$ cat src/rtl/regfile_wb_arbiter_pkg.sv
// Shared core definitions for the register-file write side: widths, the x0 address
// and the writeback request record used by stage 3 and the register file.
package regfile_wb_arbiter_pkg;

    localparam int XLEN       = 32;
    localparam int REG_ADDR_W = 5;
    localparam logic [REG_ADDR_W-1:0] REG_ZERO = 5'd0;

    typedef struct packed {
        logic                  valid;
        logic [REG_ADDR_W-1:0] rd;
        logic [XLEN-1:0]       data;
    } wb_req_t;

endpackage

$ cat src/rtl/regfile_wb_arbiter_wb_fifo.sv
// In-order buffer for long-latency completions, with a per-entry valid/rd view
// so the top level can detect pending writes to decode-stage source registers.
module wb_fifo
    import regfile_wb_arbiter_pkg::REG_ADDR_W;
#(
    parameter int DEPTH = 2,
    parameter int DW    = 32
) (
    input  logic                        clk_i,
    input  logic                        rst_i,
    input  logic                        push_i,
    input  logic [REG_ADDR_W-1:0]       push_rd_i,
    input  logic [DW-1:0]               push_data_i,
    input  logic                        pop_i,
    output logic [REG_ADDR_W-1:0]       head_rd_o,
    output logic [DW-1:0]               head_data_o,
    output logic                        full_o,
    output logic                        empty_o,
    output logic [$clog2(DEPTH):0]      count_o,
    output logic [DEPTH-1:0]            ent_valid_o,
    output logic [DEPTH*REG_ADDR_W-1:0] ent_rd_o
);

    localparam int PW = $clog2(DEPTH);
    localparam int CW = PW + 1;

    logic [PW-1:0]         wptr_q, wptr_d;
    logic [PW-1:0]         rptr_q, rptr_d;
    logic [CW-1:0]         count_q, count_d;
    logic [DEPTH-1:0]      valid_q, valid_d;
    logic [REG_ADDR_W-1:0] rd_mem   [DEPTH];
    logic [DW-1:0]         data_mem [DEPTH];
    logic                  push_eff, pop_eff;

    assign full_o   = (count_q == CW'(DEPTH));
    assign empty_o  = (count_q == '0);
    assign push_eff = push_i && !full_o;
    assign pop_eff  = pop_i && !empty_o;

    always_comb begin
        wptr_d  = wptr_q;
        rptr_d  = rptr_q;
        valid_d = valid_q;
        if (pop_eff) begin
            valid_d[rptr_q] = 1'b0;
            rptr_d          = rptr_q + PW'(1);
        end
        if (push_eff) begin
            valid_d[wptr_q] = 1'b1;
            wptr_d          = wptr_q + PW'(1);
        end
        count_d = count_q + CW'(push_eff) - CW'(pop_eff);
    end

    always_ff @(posedge clk_i or posedge rst_i) begin
        if (rst_i) begin
            wptr_q  <= '0;
            rptr_q  <= '0;
            count_q <= '0;
            valid_q <= '0;
        end else begin
            wptr_q  <= wptr_d;
            rptr_q  <= rptr_d;
            count_q <= count_d;
            valid_q <= valid_d;
        end
    end

    // Payload needs no reset: valid_q gates every consumer.
    always_ff @(posedge clk_i) begin
        if (push_eff) begin
            rd_mem[wptr_q]   <= push_rd_i;
            data_mem[wptr_q] <= push_data_i;
        end
    end

    assign head_rd_o   = rd_mem[rptr_q];
    assign head_data_o = data_mem[rptr_q];
    assign count_o     = count_q;
    assign ent_valid_o = valid_q;

    for (genvar i = 0; i < DEPTH; i++) begin : g_ent
        assign ent_rd_o[i*REG_ADDR_W +: REG_ADDR_W] = rd_mem[i];
    end

endmodule

$ cat src/rtl/regfile_wb_arbiter.sv
// Merges stage-3 writebacks and buffered long-latency completions onto the single
// register-file write port, with busy flags and anti-starvation stalls.
module regfile_wb_arbiter
    import regfile_wb_arbiter_pkg::REG_ADDR_W, regfile_wb_arbiter_pkg::REG_ZERO;
#(
    parameter int DEPTH        = 2,
    parameter int STARVE_LIMIT = 4,
    parameter int XLEN         = regfile_wb_arbiter_pkg::XLEN
) (
    input  logic                  clk,
    input  logic                  reset,
    input  logic                  pipe_wen,
    input  logic [REG_ADDR_W-1:0] pipe_rd,
    input  logic [XLEN-1:0]       pipe_wdata,
    output logic                  pipe_stall,
    input  logic                  lu_valid,
    input  logic [REG_ADDR_W-1:0] lu_rd,
    input  logic [XLEN-1:0]       lu_wdata,
    output logic                  lu_ready,
    input  logic [REG_ADDR_W-1:0] rs1_addr,
    input  logic [REG_ADDR_W-1:0] rs2_addr,
    output logic                  rs1_busy,
    output logic                  rs2_busy,
    output logic                  RegWEn,
    output logic [REG_ADDR_W-1:0] rd_addr,
    output logic [XLEN-1:0]       wdata
);

    localparam int SW = $clog2(STARVE_LIMIT + 1);

    logic                        fifo_push, fifo_pop;
    logic [REG_ADDR_W-1:0]       head_rd;
    logic [XLEN-1:0]             head_data;
    logic                        fifo_full, fifo_empty;
    logic [$clog2(DEPTH):0]      fifo_count;
    logic [DEPTH-1:0]            ent_valid;
    logic [DEPTH*REG_ADDR_W-1:0] ent_rd;

    logic                  regwen_q, regwen_d;
    logic [REG_ADDR_W-1:0] rd_addr_q, rd_addr_d;
    logic [XLEN-1:0]       wdata_q, wdata_d;
    logic [SW-1:0]         starve_q, starve_d;
    logic                  pipe_req, starved;
    logic                  rs1_hit, rs2_hit;

    assign lu_ready  = !fifo_full;
    // Writes to x0 complete the handshake but are never stored.
    assign fifo_push = lu_valid && lu_ready && (lu_rd != REG_ZERO);
    assign pipe_req  = pipe_wen && (pipe_rd != REG_ZERO);
    assign starved   = !fifo_empty && (starve_q >= SW'(STARVE_LIMIT));

    wb_fifo #(.DEPTH(DEPTH), .DW(XLEN)) u_fifo (
        .clk_i       (clk),
        .rst_i       (reset),
        .push_i      (fifo_push),
        .push_rd_i   (lu_rd),
        .push_data_i (lu_wdata),
        .pop_i       (fifo_pop),
        .head_rd_o   (head_rd),
        .head_data_o (head_data),
        .full_o      (fifo_full),
        .empty_o     (fifo_empty),
        .count_o     (fifo_count),
        .ent_valid_o (ent_valid),
        .ent_rd_o    (ent_rd)
    );

    always_comb begin
        regwen_d   = 1'b0;
        rd_addr_d  = rd_addr_q;
        wdata_d    = wdata_q;
        fifo_pop   = 1'b0;
        pipe_stall = 1'b0;
        starve_d   = starve_q;
        if (starved) begin
            fifo_pop   = 1'b1;
            pipe_stall = pipe_req;
            regwen_d   = 1'b1;
            rd_addr_d  = head_rd;
            wdata_d    = head_data;
        end else if (pipe_req) begin
            regwen_d  = 1'b1;
            rd_addr_d = pipe_rd;
            wdata_d   = pipe_wdata;
            if (!fifo_empty && (starve_q < SW'(STARVE_LIMIT))) begin
                starve_d = starve_q + SW'(1);
            end
        end else if (!fifo_empty) begin
            fifo_pop  = 1'b1;
            regwen_d  = 1'b1;
            rd_addr_d = head_rd;
            wdata_d   = head_data;
        end
        if (fifo_empty || fifo_pop) begin
            starve_d = '0;
        end
    end

    always_ff @(posedge clk or posedge reset) begin
        if (reset) begin
            regwen_q  <= 1'b0;
            rd_addr_q <= '0;
            wdata_q   <= '0;
            starve_q  <= '0;
        end else begin
            regwen_q  <= regwen_d;
            rd_addr_q <= rd_addr_d;
            wdata_q   <= wdata_d;
            starve_q  <= starve_d;
        end
    end

    always_comb begin
        rs1_hit = 1'b0;
        rs2_hit = 1'b0;
        for (int i = 0; i < DEPTH; i++) begin
            if (ent_valid[i] && (ent_rd[i*REG_ADDR_W +: REG_ADDR_W] == rs1_addr)) rs1_hit = 1'b1;
            if (ent_valid[i] && (ent_rd[i*REG_ADDR_W +: REG_ADDR_W] == rs2_addr)) rs2_hit = 1'b1;
        end
        if (regwen_q && (rd_addr_q == rs1_addr)) rs1_hit = 1'b1;
        if (regwen_q && (rd_addr_q == rs2_addr)) rs2_hit = 1'b1;
    end

    assign rs1_busy = (rs1_addr != REG_ZERO) && rs1_hit;
    assign rs2_busy = (rs2_addr != REG_ZERO) && rs2_hit;

    assign RegWEn  = regwen_q;
    assign rd_addr = rd_addr_q;
    assign wdata   = wdata_q;

endmodule

$ cat config.mk
export PLATFORM = sky130hd
export DESIGN_NAME = regfile_wb_arbiter
export DESIGN_NICKNAME = d
export VERILOG_FILES = /design/src/rtl/regfile_wb_arbiter_pkg.sv /design/src/rtl/regfile_wb_arbiter_wb_fifo.sv /design/src/rtl/regfile_wb_arbiter.sv
export SDC_FILE = /design/constraint.sdc
export NUM_CORES = 1
export LEC_CHECK = 0
export BUFFER_PORTS_ARGS = -buffer_cell sky130_fd_sc_hd__buf_2
export CAP_MARGIN = 20
export CELL_PAD_IN_SITES_DETAIL_PLACEMENT = 1
export CELL_PAD_IN_SITES_GLOBAL_PLACEMENT = 1
export CORE_MARGIN = 3
export CORE_UTILIZATION = 42
export CTS_BUF_LIST = sky130_fd_sc_hd__clkbuf_2
export CTS_CLUSTER_DIAMETER = 200
export DETAILED_ROUTE_END_ITERATION = 6
export GPL_TIMING_DRIVEN = 1
export PLACE_DENSITY = 0.77
export SYNTH_ARGS = -nofsm -noshare
export SYNTH_HDL_FRONTEND = slang
export SYNTH_HIERARCHICAL = 1
export SYNTH_SLANG_ARGS = --single-unit
$ cat constraint.sdc
create_clock -name clk -period 3.8 [get_ports clk]
set_input_delay 0.76 -clock clk [delete_from_list [all_inputs] [get_ports clk]]
set_output_delay 0.76 -clock clk [all_outputs]
set_load 0.02 [all_outputs]
# After elaboration in Yosys (flattened, before gate mapping)
# Memories as Yosys holds them, arrays and structs flattened.
# Index checks and enable logic that the tools add are counted.
# op_classes
addsub	5
n_lt_le_gt_ge	6
n_eq_ne	9
muxes	30
bitwise_logic	3
n_reduce_logical	28
# op_table
operator	n
$mux W32	3
$eq A5 B5 Y1	6
$reduce_bool A5 Y1	4
$logic_and A1 B1 Y1	17
$mux W1	16
$mux W5	3
$mux W3	4
$lt A1 B2 Y1 const B	2
$mux W2	2
$reduce_bool A2 Y1	2
$add A3 B1 Y3 const B	1
$ge A3 B3 Y1 const B	1
$lt A3 B3 Y1 const B	1
$ne A3 B1 Y1 const B	1
$reduce_and A3 Y1	1
$add A1 B1 Y1 const B	2
$add A2 B1 Y2	1
$and A2 B2 Y2	1
$demux W1 S1	2
$eq A2 B2 Y1 const B	1
$ge A1 B1 Y1 const B	2
$logic_not A1 Y1	2
$logic_not A2 Y1	1
$ne A2 B1 Y1 const B	1
other kinds (4)	4
# word_totals
reg_bits	47
ram_bits	74
inputBits	88
out_inout_bits	42
word_cells	91
mem_count	2
# mem_list
name	depth	width	rd	rd_ports_with_merged_regs	wr	line_no	rtl
u_fifo.data_mem	2	32	1	0	1	regfile_wb_arbiter_wb_fifo.sv:32	logic [DW-1:0] data_mem [DEPTH];
u_fifo.rd_mem	2	5	3	0	1	regfile_wb_arbiter_wb_fifo.sv:31	logic [REG_ADDR_W-1:0] rd_mem [DEPTH];

# Depth between registers and ports, before layout
# Gate-level depths: netlist (run 1).
# depth
word_depth	9
ltp_mapped	10
depth_no_buf	10

# Modules after synthesis
# Netlist (run 1), hierarchy kept.
# by_module_without_submodules
module	n_inst	cells_per_inst	area_per_inst_um2	seq_area_each_um2
wb_fifo	1	142	2971.6	2372.3
regfile_wb_arbiter	1	243	2502.4	1026.0

# Worst setup path before layout (run 1)
# OpenSTA, ideal clock, no wires.
# synth_path
kind	in2reg
start	input lu_rd[1]
end	memory u_fifo.data_mem[0][0], enable pin
setup_ns	0.431
arrival_ns	2.675
required_ns	3.369
slack_ns	0.694
cell_stages	4
n_path_buf	0
cell_sequence	or3_1 o311a_1 nand2_1 nor2_1
# synth_between
elab_chain_len	5
# synth_rtl
item	line_no	rtl
start: declaration	regfile_wb_arbiter.sv:17	input logic [REG_ADDR_W-1:0] lu_rd,
$reduce_bool A5 Y1	regfile_wb_arbiter.sv:48	assign fifo_push = lu_valid && lu_ready && (lu_rd != REG_ZERO);
$logic_and A1 B1 Y1	regfile_wb_arbiter.sv:48	
net fifo_push	regfile_wb_arbiter.sv:31	logic fifo_push, fifo_pop;
$logic_and A1 B1 Y1	regfile_wb_arbiter_wb_fifo.sv:37	assign push_eff = push_i && !full_o;
$mux W1	regfile_wb_arbiter_wb_fifo.sv:71	if (push_eff) begin
$mux W1 (implied by the code)	regfile_wb_arbiter_wb_fifo.sv:73	data_mem[wptr_q] <= push_data_i;
end: declaration	regfile_wb_arbiter_wb_fifo.sv:32	
# The timed path passes the listed nets, and every way through them passes these cells.

==> summary.md, run 1 <==
| Metric | Value |
|---|---|
| Reg clk slew, reported paths | `170 ps` |
| GPL Wtd Cong | `0.797` |
| Resized cells post-CTS | `0` |
| Status | `complete, no violations` |
| Post-synth ARST share | `0.388` |
| Fin Hold WS | `284 ps` |
| Via density | `5.35` |
| Leakage | `0.00267 uW` |
| Yosys warns | `6` |
| Worst IR Drop VDD | `0.304 mV` |
| CP Launch Type | `flip-flop` |
| Skew-Pair Late Insertion Delay | `650 ps` |
| Upper clock frequency limit | `349 MHz` |
| Post-place instance area | `6260 sq um` |
| Clock root buffer | `clkbuf_2` |
| Setup Buffers After CTS | `0` |
| Layout area overhead | `18.0%` |
| Top FF cell, synth | `edfxtp_1` |
| Cell Pwr Density | `681 nW/um^2` |
| Unrepaired setup endpoints after global routing | `no` |
| Mapped Avg Cell Area | `14.2 sq um` |
| Routed wire per std cell | `19.3 microns` |
| Share of the yosys chip area belonging to registers | `0.621` |
| Die ar. | `14400 sq um` |
| Syn_nets | `476` |
| Worst EP required | `3040 ps` |
| Port Buf Inserts | `129` |
| Site Rows | `41` |
| Hpwl dp | `9340 microns` |
| Hold WC Path Type | `in -> reg` |
| Drt first-iter violations | `182` |
| CTS Buf Count | `17` |
| Period utilisation layout | `0.753` |
| Final ANT Viol Nets | `0` |
| CTS sink count | `121` |
| Cells after Synth | `385` |
| Initial antenna violation count | `1` |
| Synth cell types | `40` |
| Worst-Margin Slew | `967 ps` |
| DIE WIDTH | `120 microns` |
| Worst Clk Skew | `29.2 ps` |
| Largest net degree at the start of global routing | `42` |
| Fillers | `1350` |
| Routed vias | `3765` |
| Top Ports | `130` |
| Crit path kind | `reg -> out` |
| Vias in the first global route | `4172` |
| Initial core utilization | `0.432` |
| Nets@finish | `610` |
| Post-synth EDFFs | `74` |
| Max Cap Viol | `0` |
| Gr usage total | `0.192` |
| Share of cells above drive strength 1 | `0.391` |
| Total Power | `4400 uW` |
| First-pass GRT wire length | `21100 microns` |
| DRC | `0` |
| CTS tree | `built` |
| Core area | `12700 sq um` |
| Ant diodes | `0` |
| Slew headroom | `0.354` |
| Mapped Area | `5470 sq um` |
| Fin crit period | `2860 ps` |
| Fin. Hold Viols | `0` |
| Die height | `120 microns` |
| Worst EP arrival | `2100 ps` |
| Synth Register Bits | `121` |
| Drt pass-1 iters | `5` |
| Clock Path Buffers | `2` |
| Detailed Route WL | `13600 microns` |
| Max H-tree Level | `4` |
| Overflow after GRT | `0` |
| Fin area | `6460 sq um` |
| Setup TNS Final | `0 ps` |
| Hold_buf cts | `1` |
| Crit-path max FO | `3` |
| Final Max Slew Viols | `0` |
| # setup viols final | `0` |
| CP endpoint kind | `output pin` |
## critical path: stages (launching register included)
cell	delay, ps
edfxtp_1	490
xor2_1	190
nor4_1	300
nand3_1	140
a21oi_1	160
buf_2	190
## through the flow
step                      std cells   util  setup WS [ps]
after global placement          671  0.494            786
after global routing            704  0.510            696
after detailed placement        671  0.494            698
final                           704  0.510            937
after floorplan                 385      -            694
after CTS                       704  0.510            810
## metal layers
| layer | part of all wire | global-route usage |
|---|---|---|
| met3 | 0.052 | 0.0476 |
| met1 | 0.42 | 0.225 |
| met2 | 0.52 | 0.342 |
| met5 | 0.0011 | 0 |
| met4 | 0.013 | 0.0702 |
## cell usage after synthesis, types with 2 or more instances
cell / n / area (sq um)
mux2_2: 37 / 417
nand2b_1: 3 / 18.8
nor2b_1: 2 / 12.5
nor4_1: 8 / 50.1
edfxtp_1: 74 / 2220
nand2_1: 10 / 37.5
o21ai_0: 2 / 10.0
xor2_1: 24 / 210
a221o_1: 31 / 310
ha_1: 3 / 37.5
xnor2_1: 10 / 87.6
buf_1: 3 / 11.3
mux2i_1: 31 / 310
and3_1: 2 / 12.5
clkbuf_1: 9 / 33.8
inv_1: 12 / 45.0
or4_1: 2 / 15.0
a32oi_1: 5 / 43.8
nor2_1: 39 / 146
and2_1: 2 / 12.5
dfrtp_1: 47 / 1180
a21oi_1: 2 / 10.0
nand3_1: 4 / 20.0
buf_6: 7 / 78.8
## final timing paths
check | cells past startpoint | slack [ps] | start | endpoint
hold reg to reg | 1 | 460 | starve_q[0] | starve_q[0]
min in group asynchronous | 3 | 570 | reset | u_fifo/count_o[1]
hold / removal | 1 | 280 | lu_wdata[15] | u_fifo/data_mem[0][15]
max in group asynchronous | 3 | 2330 | reset | wdata[29]
setup reg to reg | 9 | 1490 | u_fifo/count_o[1] | u_fifo/count_o[1]
setup / recovery | 5 | 940 | u_fifo/rd_mem[0][2] | rs2_busy
## where the power goes
| group | total (uW) | switching (uW) | internal [uW] |
|---|---|---|---|
| Sequential | 2080 | 289 | 1790 |
| Clock | 680 | 453 | 227 |
| Combinational | 1640 | 913 | 726 |
## cell families after synthesis
| family | count (synthesis) | share of synthesized area |
|---|---|---|
| buffers and inverters | 31 | 0.0309 |
| muxes | 68 | 0.133 |
| AOI/OAI and AO/OA | 51 | 0.0869 |
| xor gates and xnor gates | 34 | 0.0544 |
| and+or+nand+nor | 77 | 0.0674 |
| DFF | 121 | 0.621 |
| adders and majority gates | 3 | 0.00686 |
## flip-flops by register name, indices dropped and copies added, names as in the netlist
name / flops
u_fifo/ent_valid_o: 2
starve_q: 3
RegWEn: 1
u_fifo/count_o: 2
wdata: 32
rd_addr: 5
u_fifo/rptr_q: 1
u_fifo/wptr_q: 1
u_fifo/rd_mem: 10
u_fifo/data_mem: 64
## cells in the final DEF (no fill, tap or decap), drive strengths merged, types with 3 or more instances in the layout
cell      n
buf     133
edfxtp   74
dfrtp    47
nor2     40
mux2     37
mux2i    31
a221o    31
xor2     24
clkbuf   20
inv      12
nand2    10
xnor2    10
clkinv    9
nor4      8
a32oi     5
o21ai     5
nand3     4
nand2b    3
ha        3
and3      3
or4       3
## cell type report
class                           instances  area (sq um)  area share
Multi-Input combinational cell        233          1930       0.299
Inverter                               12          45.0     0.00697
Sequential cell                       121          3400       0.526
Tap cell                              172           215      0.0333
Clock buffer                           20           100      0.0155
Timing Repair Buffer                  134           686       0.106
Clock inverter                         12          83.8      0.0130
Power figures use the tool's default switching activity.
==> inputs of run 2 (changes only) <==
Settings changed: CORE_UTILIZATION 42 to 41, PLACE_DENSITY 0.77 to 0.78.
Clock period 3.8 ns to 2.35 ns, I/O delays scaled along.
==> run 2 against run 1 <==
Compared with the run above: the run now ends with negative setup slack left; worst hold slack worse by 160 ps; via count is 12% higher; register-to-register slack worse by 1300 ps; largest cell class unchanged; setup slack worse by 1200 ps; global-route usage is 2.7 points higher; combinational power is 100% higher; clock power is 110% higher; power is 83% higher; die area is 2.3% higher; critical endpoint unchanged.
==> summary.md, run 2 (synthesized netlist as in run 1, its figures left out) <==
| Metric | Value |
|---|---|
| Worst EP arrival | `2100 ps (about the same)` |
| CP Launch Type | `flip-flop` |
| Vias in the first global route | `4597 (+10%)` |
| Fin worst setup slack | `-217 ps (-1150 ps)` |
| Setup TNS Final | `-384 ps (-384 ps)` |
| DRC | `0 (unchanged)` |
| Period utilisation layout | `1.09` |
| Routed vias | `4214 (+12%)` |
| GPL Wtd Cong | `0.797 (about the same)` |
| Detailed Route WL | `16100 microns (+19%)` |
| Unrepaired setup endpoints after global routing | `yes` |
| Drt first-iter violations | `255 (+40%)` |
| Worst Clk Skew | `29.8 ps (+0.573 ps)` |
| Fin crit period | `2570 ps` |
| Hold WC Path Type | `in -> reg` |
| M3 GR Usage | `0.0460 (-0.00164)` |
| Final ANT Viol Nets | `0 (unchanged)` |
| Grt peak-use layer | `met2` |
| Max Cap Viol | `0 (unchanged)` |
| Fin. Hold Viols | `0 (unchanged)` |
| Routing usage on met2 | `0.391 (+0.0489)` |
| First-pass GRT wire length | `24600 microns (+16%)` |
| Commonest non-fill, non-tap cell in the layout | `buf_2` |
| Via density | `5.21 (-2.6%)` |
| Die height | `122 microns (+1.1%)` |
| # setup viols final | `2 (+2)` |
| CTS sink count | `121 (unchanged)` |
| Crit-path max FO | `3 (unchanged)` |
| Hpwl dp | `9680 microns (+3.6%)` |
| Worst-Margin Slew | `968 ps (+0.625 ps)` |
| Nets@finish | `713 (+17%)` |
| Worst EP required | `1880 ps (-1160 ps)` |
| Overflow after GRT | `0 (unchanged)` |
| Initial antenna violation count | `2 (+1)` |
| CTS Buf Count | `17 (unchanged)` |
| Max H-tree Level | `4 (unchanged)` |
| Core area | `12800 sq um (+1.2%)` |
| Initial core utilization | `0.427 (-0.00518)` |
| Largest net degree at the start of global routing | `39 (-7.1%)` |
| Slew headroom | `0.352 (-0.00197)` |
| Gr usage total | `0.220 (+0.0274)` |
| Drt pass-1 iters | `4 (-1)` |
| Commonest cells after routing, fill and taps aside | `buf_2, edfxtp_1, dlygate4sd3_1` |
| Worst IR Drop VDD | `0.436 mV (+43%)` |
| Site Rows | `41 (unchanged)` |
| Clock root buffer | `clkbuf_2` |
| DIE WIDTH | `122 microns (+1.1%)` |
| Crit path kind | `reg -> out` |
| Share of cells above drive strength 1 | `0.387 (-0.00358)` |
| Failing checks | `negative setup slack` |
| Status | `finished with violations` |
| CTS tree | `built` |
| Upper clock frequency limit | `390 MHz` |
| Number of flip-flops under the largest register name | `64 (unchanged)` |
| CP endpoint kind | `output pin` |
| Leakage | `0.00320 uW (+20%)` |
| M1 GR Usage | `0.257 (+0.0323)` |
| Port Buf Inserts | `129 (unchanged)` |
| Largest reg by FF count | `u_fifo/data_mem` |
| Clock Path Buffers | `2 (unchanged)` |
| Top Ports | `130 (unchanged)` |
| Skew-Pair Late Insertion Delay | `690 ps (+40 ps)` |
| Routed wire per std cell | `19.9 microns (+3.3%)` |
| Final Max Slew Viols | `0 (unchanged)` |
| Layout area overhead | `39.3%` |
| Cell Pwr Density | `1050 nW/um^2 (+55%)` |
| Die ar. | `14800 sq um (+2.3%)` |
| Core Util, Final | `0.594 (+0.0847)` |
| Reg clk slew, reported paths | `160 ps (about the same)` |
run 2: changes by cell type in the layout (fill, tap and decap cells not counted), moves of 3 or more:
cell | before | now
buf_12 | 0 | 5
bufinv_16 | 1 | 4
buf_2 | 129 | 126
buf_4 | 4 | 29
buf_6 | 0 | 3
dlygate4sd3_1 | 1 | 72
run 2: timing repair:
action,in CTS,in global routing
cloned,0,2
buffers inserted,7,9
resized for setup,7,8
setup endpoints to repair,3,5
endpoints found under the hold margin,135,0
hold buffers,72,0
pin swaps,5,5
run 2: layout make-up:
cell class,instances,area [sq um]
flip-flops and latches,121,3400
repair buffers,236,1730
well taps,172,215
diodes,2,5.00
multi-input cells,234,1970
inverters,12,45.0
fillers,1323,5200
clock buffers,20,100
clock inverters,12,155
run 2: worst max-delay path, cell delays in order, from the launching register on:
cell      delay (ps)
edfxtp_1         470
xor2_1           190
nor4_1           290
nand3_1          150
a21oi_2          180
buf_4            150
run 2: path summary, 6_finish.rpt:
kind	startpoint	cells after the start	end	slack (ps)
max reg2reg	u_fifo/count_o[1]	7	u_fifo/data_mem[0][0]	220
min in group asynchronous	reset	3	u_fifo/count_o[1]	260
min reg2reg	starve_q[0]	1	starve_q[0]	480
max in group asynchronous	reset	4	wdata[1]	1350
max	u_fifo/rd_mem[0][3]	5	rs2_busy	-220
min	pipe_rd[0]	4	rd_addr[0]	120
run 2: metal layers:
layer | part of all wire | vias to the layer above
met5 | 0 | -
li1 | - | 1936
met2 | 0.53 | 146
met1 | 0.40 | 2105
met3 | 0.043 | 27
met4 | 0.026 | 0
run 2: per-stage QoR:
stage               instances  setup WS (ps)  hold WS [ps]  power [uW]  instance area [sq um]
floorplan                 385          -9.68           261        5260                   5490
global route              809           -364          56.6        8490                   7620
finish                    809           -217           119        8040                   7620
CTS                       796           -341          21.7        7860                   7490
detailed placement        685          -64.6           415        6240                   6430
global placement          685          -4.26           410        6090                   6430
run 2: power by group:
group | total, uW | leakage, uW | internal [uW] | switching, uW
clock | 1450 | 0.000162 | 692 | 756
sequential | 3260 | 0.00124 | 2900 | 358
combinational | 3330 | 0.00179 | 1570 | 1770
total | 8040 | 0.00320 | 5160 | 2880
